File: config.mk
export PLATFORM = sky130hd
export DESIGN_NAME = pipelined_cla_adder
export DESIGN_NICKNAME = d
export VERILOG_FILES = /design/src/rtl/pipelined_cla_adder_pkg.sv /design/src/rtl/pipelined_cla_adder_slice.sv /design/src/rtl/pipelined_cla_adder.sv
export SDC_FILE = /design/constraint.sdc
export NUM_CORES = 1
export LEC_CHECK = 0
export ABC_CLOCK_PERIOD_IN_PS = 6850
export CAP_MARGIN = 20
export CORE_MARGIN = 10
export CORE_UTILIZATION = 45
export CTS_CLUSTER_DIAMETER = 40
export DETAILED_ROUTE_END_ITERATION = 8
export DONT_BUFFER_PORTS = 1
export GPL_TIMING_DRIVEN = 0
export PLACE_DENSITY_LB_ADDON = 0.08
export SETUP_SLACK_MARGIN = 0.4
export SYNTH_ARGS = -nofsm -noshare
export SYNTH_HDL_FRONTEND = slang
export SYNTH_SLANG_ARGS = --single-unit
File: constraint.sdc
create_clock -name clk -period 6.85 [get_ports clk]
set_clock_uncertainty 0.15 [all_clocks]
set_input_delay 0.3425 -clock clk [delete_from_list [all_inputs] [get_ports clk]]
set_output_delay 0.3425 -clock clk [all_outputs]
set_load 0.03 [all_outputs]
File: src/rtl/pipelined_cla_adder_pkg.sv
// Shared types and the carry-look-ahead group primitive used by every pipeline slice.
// Group width is carried as an argument so one function serves any BLOCK up to MAX_BLOCK.
package pipelined_cla_adder_pkg;

  localparam int DEF_WIDTH  = 32;
  localparam int DEF_BLOCK  = 4;
  localparam int DEF_STAGES = 4;
  localparam int MAX_BLOCK  = 32;

  typedef struct packed {
    logic [MAX_BLOCK-1:0] sum;
    logic                 g;
    logic                 p;
    logic                 msb_cin;
  } group_t;

  // Every bit carry is formed from cin and the group terms below it, not from its neighbour.
  function automatic group_t cla_group(input logic [MAX_BLOCK-1:0] a,
                                       input logic [MAX_BLOCK-1:0] b,
                                       input logic                 cin,
                                       input int                   n);
    group_t r;
    logic   gg;
    logic   pp;
    logic   c;
    r  = '0;
    gg = 1'b0;
    pp = 1'b1;
    c  = cin;
    for (int i = 0; i < MAX_BLOCK; i++) begin
      if (i < n) begin
        c        = gg | (pp & cin);
        r.sum[i] = a[i] ^ b[i] ^ c;
        if (i == n - 1) r.msb_cin = c;
        gg = (a[i] & b[i]) | ((a[i] ^ b[i]) & gg);
        pp = (a[i] ^ b[i]) & pp;
      end
    end
    r.g = gg;
    r.p = pp;
    return r;
  endfunction

endpackage

File: src/rtl/pipelined_cla_adder_slice.sv
// SLICE_W-bit combinational adder built from BLOCK-bit CLA groups; group carries are
// looked ahead from the slice carry-in. Also reports the carry into the slice MSB.
module pipelined_cla_adder_slice
  import pipelined_cla_adder_pkg::*;
#(
  parameter int SLICE_W = 8,
  parameter int BLOCK   = 4
) (
  input  logic [SLICE_W-1:0] a,
  input  logic [SLICE_W-1:0] b,
  input  logic               cin,
  output logic [SLICE_W-1:0] sum,
  output logic               cout,
  output logic               msb_cin
);

  localparam int GROUPS = SLICE_W / BLOCK;

  group_t               gr;
  logic [MAX_BLOCK-1:0] ga;
  logic [MAX_BLOCK-1:0] gb;
  logic                 gg;
  logic                 pp;
  logic                 gcin;
  logic                 unused_group_bits;

  // NOTE: every variable gets a value before the loop so this block can never infer a latch.
  always_comb begin
    sum               = '0;
    msb_cin           = 1'b0;
    gr                = '0;
    ga                = '0;
    gb                = '0;
    gg                = 1'b0;
    pp                = 1'b1;
    gcin              = cin;
    unused_group_bits = 1'b0;
    for (int k = 0; k < GROUPS; k++) begin
      gcin                  = gg | (pp & cin);
      ga                    = '0;
      gb                    = '0;
      ga[BLOCK-1:0]         = a[k*BLOCK +: BLOCK];
      gb[BLOCK-1:0]         = b[k*BLOCK +: BLOCK];
      gr                    = cla_group(ga, gb, gcin, BLOCK);
      sum[k*BLOCK +: BLOCK] = gr.sum[BLOCK-1:0];
      msb_cin               = gr.msb_cin;
      // Lanes above BLOCK are always zero; folding them keeps the record fully consumed.
      unused_group_bits     = unused_group_bits | (|(gr.sum >> BLOCK));
      gg                    = gr.g | (gr.p & gg);
      pp                    = gr.p & pp;
    end
    cout = gg | (pp & cin);
  end

endmodule

File: src/rtl/pipelined_cla_adder.sv
// Pipelined CLA adder/subtractor: one WIDTH/STAGES-bit slice resolved per stage, slice carry
// registered forward, valid/ready handshake with full backpressure and no drain bubbles.
module pipelined_cla_adder
  import pipelined_cla_adder_pkg::*;
#(
  parameter int WIDTH  = DEF_WIDTH,
  parameter int BLOCK  = DEF_BLOCK,
  parameter int STAGES = DEF_STAGES
) (
  input  logic             clk,
  input  logic             reset,
  input  logic             in_valid,
  output logic             in_ready,
  input  logic [WIDTH-1:0] in_a,
  input  logic [WIDTH-1:0] in_b,
  input  logic             in_cin,
  input  logic             in_sub,
  output logic             out_valid,
  input  logic             out_ready,
  output logic [WIDTH-1:0] out_sum,
  output logic             out_cout,
  output logic             out_ovf
);

  localparam int SLICE_W = WIDTH / STAGES;

  if (WIDTH % (STAGES * BLOCK) != 0) begin : g_bad_split
    $error("pipelined_cla_adder: WIDTH must be a multiple of STAGES*BLOCK");
  end
  if (BLOCK > MAX_BLOCK) begin : g_bad_block
    $error("pipelined_cla_adder: BLOCK exceeds MAX_BLOCK");
  end

  typedef struct packed {
    logic             valid;
    logic             carry;
    logic             msb_cin;
    logic [WIDTH-1:0] sum;
    logic [WIDTH-1:0] a;
    logic [WIDTH-1:0] b;
  } stage_t;

  stage_t             st      [STAGES];
  logic [WIDTH-1:0]   src_a   [STAGES];
  logic [WIDTH-1:0]   src_b   [STAGES];
  logic [WIDTH-1:0]   src_sum [STAGES];
  logic [WIDTH-1:0]   nxt_sum [STAGES];
  logic [SLICE_W-1:0] sl_sum  [STAGES];
  logic [STAGES-1:0]  sl_cin;
  logic [STAGES-1:0]  sl_cout;
  logic [STAGES-1:0]  sl_msb;
  logic [STAGES-1:0]  vin;
  logic [STAGES-1:0]  en;

  // Stage 0 sources come straight from the ports (sub mode inverts B and forces carry-in);
  // later stages read the previous stage record.
  always_comb begin
    src_a[0]   = in_a;
    src_b[0]   = in_sub ? ~in_b : in_b;
    src_sum[0] = '0;
    sl_cin     = '0;
    sl_cin[0]  = in_sub | in_cin;
    vin        = '0;
    vin[0]     = in_valid;
    for (int s = 1; s < STAGES; s++) begin
      src_a[s]   = st[s-1].a;
      src_b[s]   = st[s-1].b;
      src_sum[s] = st[s-1].sum;
      sl_cin[s]  = st[s-1].carry;
      vin[s]     = st[s-1].valid;
    end
  end

  for (genvar s = 0; s < STAGES; s++) begin : g_slice
    pipelined_cla_adder_slice #(
      .SLICE_W (SLICE_W),
      .BLOCK   (BLOCK)
    ) u_slice (
      .a       (src_a[s][s*SLICE_W +: SLICE_W]),
      .b       (src_b[s][s*SLICE_W +: SLICE_W]),
      .cin     (sl_cin[s]),
      .sum     (sl_sum[s]),
      .cout    (sl_cout[s]),
      .msb_cin (sl_msb[s])
    );
  end

  always_comb begin
    for (int s = 0; s < STAGES; s++) begin
      nxt_sum[s]                     = src_sum[s];
      nxt_sum[s][s*SLICE_W +: SLICE_W] = sl_sum[s];
    end
  end

  // A stage may load when it is empty or the stage after it is loading too.
  always_comb begin
    en             = '0;
    en[STAGES-1]   = !st[STAGES-1].valid | out_ready;
    for (int s = STAGES - 2; s >= 0; s--) begin
      en[s] = !st[s].valid | en[s+1];
    end
  end

  // NOTE: data registers are reset as well as valid bits so the outputs read zero after reset.
  always_ff @(posedge clk or posedge reset) begin
    if (reset) begin
      for (int s = 0; s < STAGES; s++) st[s] <= '0;
    end else begin
      for (int s = 0; s < STAGES; s++) begin
        if (en[s]) begin
          st[s].valid <= vin[s];
          if (vin[s]) begin
            st[s].carry   <= sl_cout[s];
            st[s].msb_cin <= sl_msb[s];
            st[s].sum     <= nxt_sum[s];
            st[s].a       <= src_a[s];
            st[s].b       <= src_b[s];
          end
        end
      end
    end
  end

  assign in_ready  = en[0];
  assign out_valid = st[STAGES-1].valid;
  assign out_sum   = st[STAGES-1].sum;
  assign out_cout  = st[STAGES-1].carry;
  assign out_ovf   = st[STAGES-1].msb_cin ^ st[STAGES-1].carry;

endmodule

==> flow_summary.json <==
{
  "syn_area_mm2": 0.00874,
  "timing.slew.headroom": 0.563,
  "min_from": "in_a[0]",
  "slowest_delay_ns": 0.40,
  "die_y_um": 159,
  "gr-total-overflow": 0,
  "p_leak_nw": 4.86,
  "clk_latency_ns": 0.43,
  "synth.most_common_cell": "nand2_1",
  "drv_slew": 0,
  "fin_crit_sh": 0.359,
  "crit_chain": "buf_2, buf_2, xor2_1, ha_1, a21oi_1, a21boi_0, o21a_1, nor2_1, fa_1, xor2_1, o21ai_1",
  "synthToLayoutAreaGrowth_pct": 16.5,
  "rows": 50,
  "avgRoutedWirePerCell_um": 17.0,
  "synth_edf_count": 0,
  "hold_path_class": "primary input to flop",
  "cp.required_ns": 7.00,
  "grt_util_all_layers": 0.161,
  "synthCells": 842,
  "combPwrFrac": 0.325,
  "yosys.area_share.adder": 0.0641,
  "p_int_mw": 2.60,
  "startpoint_type": "primary input",
  "worst_pin_slew_ns": 0.656,
  "path_clk_slew_ns": 0.07,
  "synth-simple-area-share": 0.143,
  "hold_depth": 3,
  "grt_pass1_wl_um": 33500,
  "gp_congestion": 0.844,
  "dieArea_mm2": 0.0254,
  "r2r-start": "out_valid",
  "synth_top_family_by_area": "simple AND/OR/NAND/NOR gates",
  "antenna_cells": 0,
  "path_class": "primary input to flop",
  "cap_viol_max_count": 0,
  "worst_ep_arrival_time_ns": 2.61,
  "routed-via-count": 6004,
  "grt_max_degree": 111,
  "synthTopCellsByArea": "dfrtp_1 (53%), nand2_1 (11%), mux2_2 (6.8%), ha_1 (4.6%), buf_4 (3.3%)",
  "ios": 106,
  "status": "finished clean",
  "timing.fmax_mhz": 406,
  "p_seq_frac": 0.416,
  "cts_tree": "yes",
  "nets": 1019,
  "cts_made_buffers": 17,
  "cts_max_level": 4,
  "ant_nets": 0,
  "rsz0062_at_grt": "no",
  "critical_path.top_delay_family": "adder cells",
  "antenna_found_initial": 0,
  "synth-compound-area-share": 0.0859,
  "place_inst": 1103,
  "synth.distinct_cells": 53,
  "synth_xor_xnor_area_share": 0.0471,
  "synthMuxAreaShare": 0.0694,
  "yosysTopAreaCell": "dfrtp_1",
  "p_sw_frac": 0.343,
  "die_x_um": 159,
  "period_needed_ns": 2.46,
  "via_per_inst": 5.09,
  "synth_top_area_frac": 0.530,
  "synthArstFlopShare": 1.00,
  "finalHoldViolations": 0,
  "synthTopCellsByCount": "nand2_1 (246), dfrtp_1 (185), mux2_2 (53)",
  "setup_viol": 0,
  "synth_nets": 952,
  "cts_root_buffer": "clkbuf_16",
  "yosys_warnings": 0,
  "drive_gt1_frac": 0.166,
  "whs_endpoint": "nxt_sum[64]",
  "synth-seq-cells": 185,
  "grt_pass1_vias": 6383,
  "r2r_cells": 4,
  "clock-sinks": 185,
  "core_region_area_mm2": 0.0189,
  "powerDensity_mw_per_mm2": 389,
  "fin_tns_setup_ns": 0,
  "drt_iter0_drc": 279,
  "critPathCaptureType": "flop",
  "hpwl_um": 14800,
  "start_util": 0.463,
  "drtPass1Iterations": 4,
  "layoutNonFillerInstCount": 1180,
  "p_sw_mw": 1.36,
  "critPathSlowestCell": "fa_1",
  "p_clk_frac": 0.259,
  "ys_seq_area_frac": 0.530,
  "worstReg2RegEnd": "src_b[91]",
  "critical_path_buf_inv_count": 2,
  "drc": 0,
  "path_max_fanout": 10,
  "port_buffers": 0,
  "synthFlopType": "dfrtp_1",
  "peakVddDrop_mv": 0.196,
  "rrSetupSlack_ns": 4.58,
  "synth.avg_cell_area_um2": 10.4,
  "cts_buffer_depth": 2,
  "wl_um": 20000,
  "cts_setup_buffers": 0
}
-- layout by cell type, fill, tap and decap left out, drive strengths merged, types with 23 or more instances in the layout --
cell | synthesis | routed
nand2 | 246 | 246
dfrtp | 185 | 185
o21ai | 62 | 62
buf | 60 | 61
mux2 | 53 | 53
dlygate4sd3 | 0 | 47
ha | 32 | 32
clkbuf | 9 | 29
xnor2 | 26 | 26
inv | 22 | 23
-- registers in the layout (all words and copies together), names as in the netlist --
register   count
st             4
out_valid      1
nxt_sum       48
out_sum       32
src_b         48
src_a         48
sl_cin         3
out_cout       1
-- tightest hold or removal path: cells and delay by family --
family	cells	cell delay (ns)
simple gates	2	0.08
fa+ha+maj	1	0.14
-- area by class of cell --
| class | instances | area (um^2) |
|---|---|---|
| multi-input combinational | 566 | 3580 |
| clock inverter | 10 | 144 |
| timing repair buffer | 48 | 498 |
| tap | 260 | 325 |
| fill | 1703 | 8710 |
| inverter | 22 | 90.1 |
| clock buffer | 20 | 467 |
| sequential | 185 | 4630 |
| buffer | 69 | 452 |
-- cell families (layout without fill, tap and decap cells) --
group | Yosys count | in the layout
compound gates | 123 | 123
buf+inv | 91 | 169
fa+ha+maj | 40 | 40
mux | 54 | 54
flops | 185 | 185
xor+xnor | 47 | 47
simple gates | 302 | 302
-- worst max-delay path by stage --
stage | startpoint | endpoint | slack (ns) | depth (start not counted)
finish | in_sub | nxt_sum[69] | 4.39 | 11
CTS | in_sub | nxt_sum[69] | 4.37 | 11
floorplan | reset | nxt_sum[0] | 1.33 | 1
detailed placement | in_sub | nxt_sum[69] | 3.93 | 11
global route | in_sub | nxt_sum[69] | 4.20 | 11
global placement | reset | out_sum[3] | -0.57 | 1
-- power by group through the flow --
stage / Clock [mW] / Sequential (mW) / Combinational (mW)
final: 1.02 / 1.64 / 1.29
after global routing: 1.09 / 1.70 / 1.43
after CTS: 1.05 / 1.65 / 1.31
after detailed placement: 0 / 1.67 / 1.27
after global placement: 0 / 1.66 / 1.24
after floorplan: 0 / 1.59 / 1.07
-- through the flow --
| step | cell area, um^2 | util | hold WS, ns | worst slack, ns | power (mW) |
|---|---|---|---|---|---|
| after floorplan | 8740 | - | 0.289 | 1.33 | 2.66 |
| after global placement | 9070 | 0.480 | 0.299 | -0.574 | 2.90 |
| after detailed placement | 9100 | 0.482 | 0.149 | 3.93 | 2.95 |
| after CTS | 10200 | 0.539 | 0.00960 | 4.37 | 4.00 |
| after global routing | 10200 | 0.539 | 0.0156 | 4.20 | 4.22 |
| final | 10200 | 0.539 | 0.0237 | 4.39 | 3.96 |
-- per-layer routing --
metal  up-vias  wire, um  global-route usage
met2       113      9710               0.269
met3        20       979              0.0462
met5         -         0                   0
met1      2956      9050               0.202
li1       2915         -                   -
met4         0       283              0.0404
-- repair_timing --
action	CTS	global route
gates resized for setup	0	0
hold buffers	47	0
hold endpoints to repair	121	0
Power figures use the tool's default switching activity.
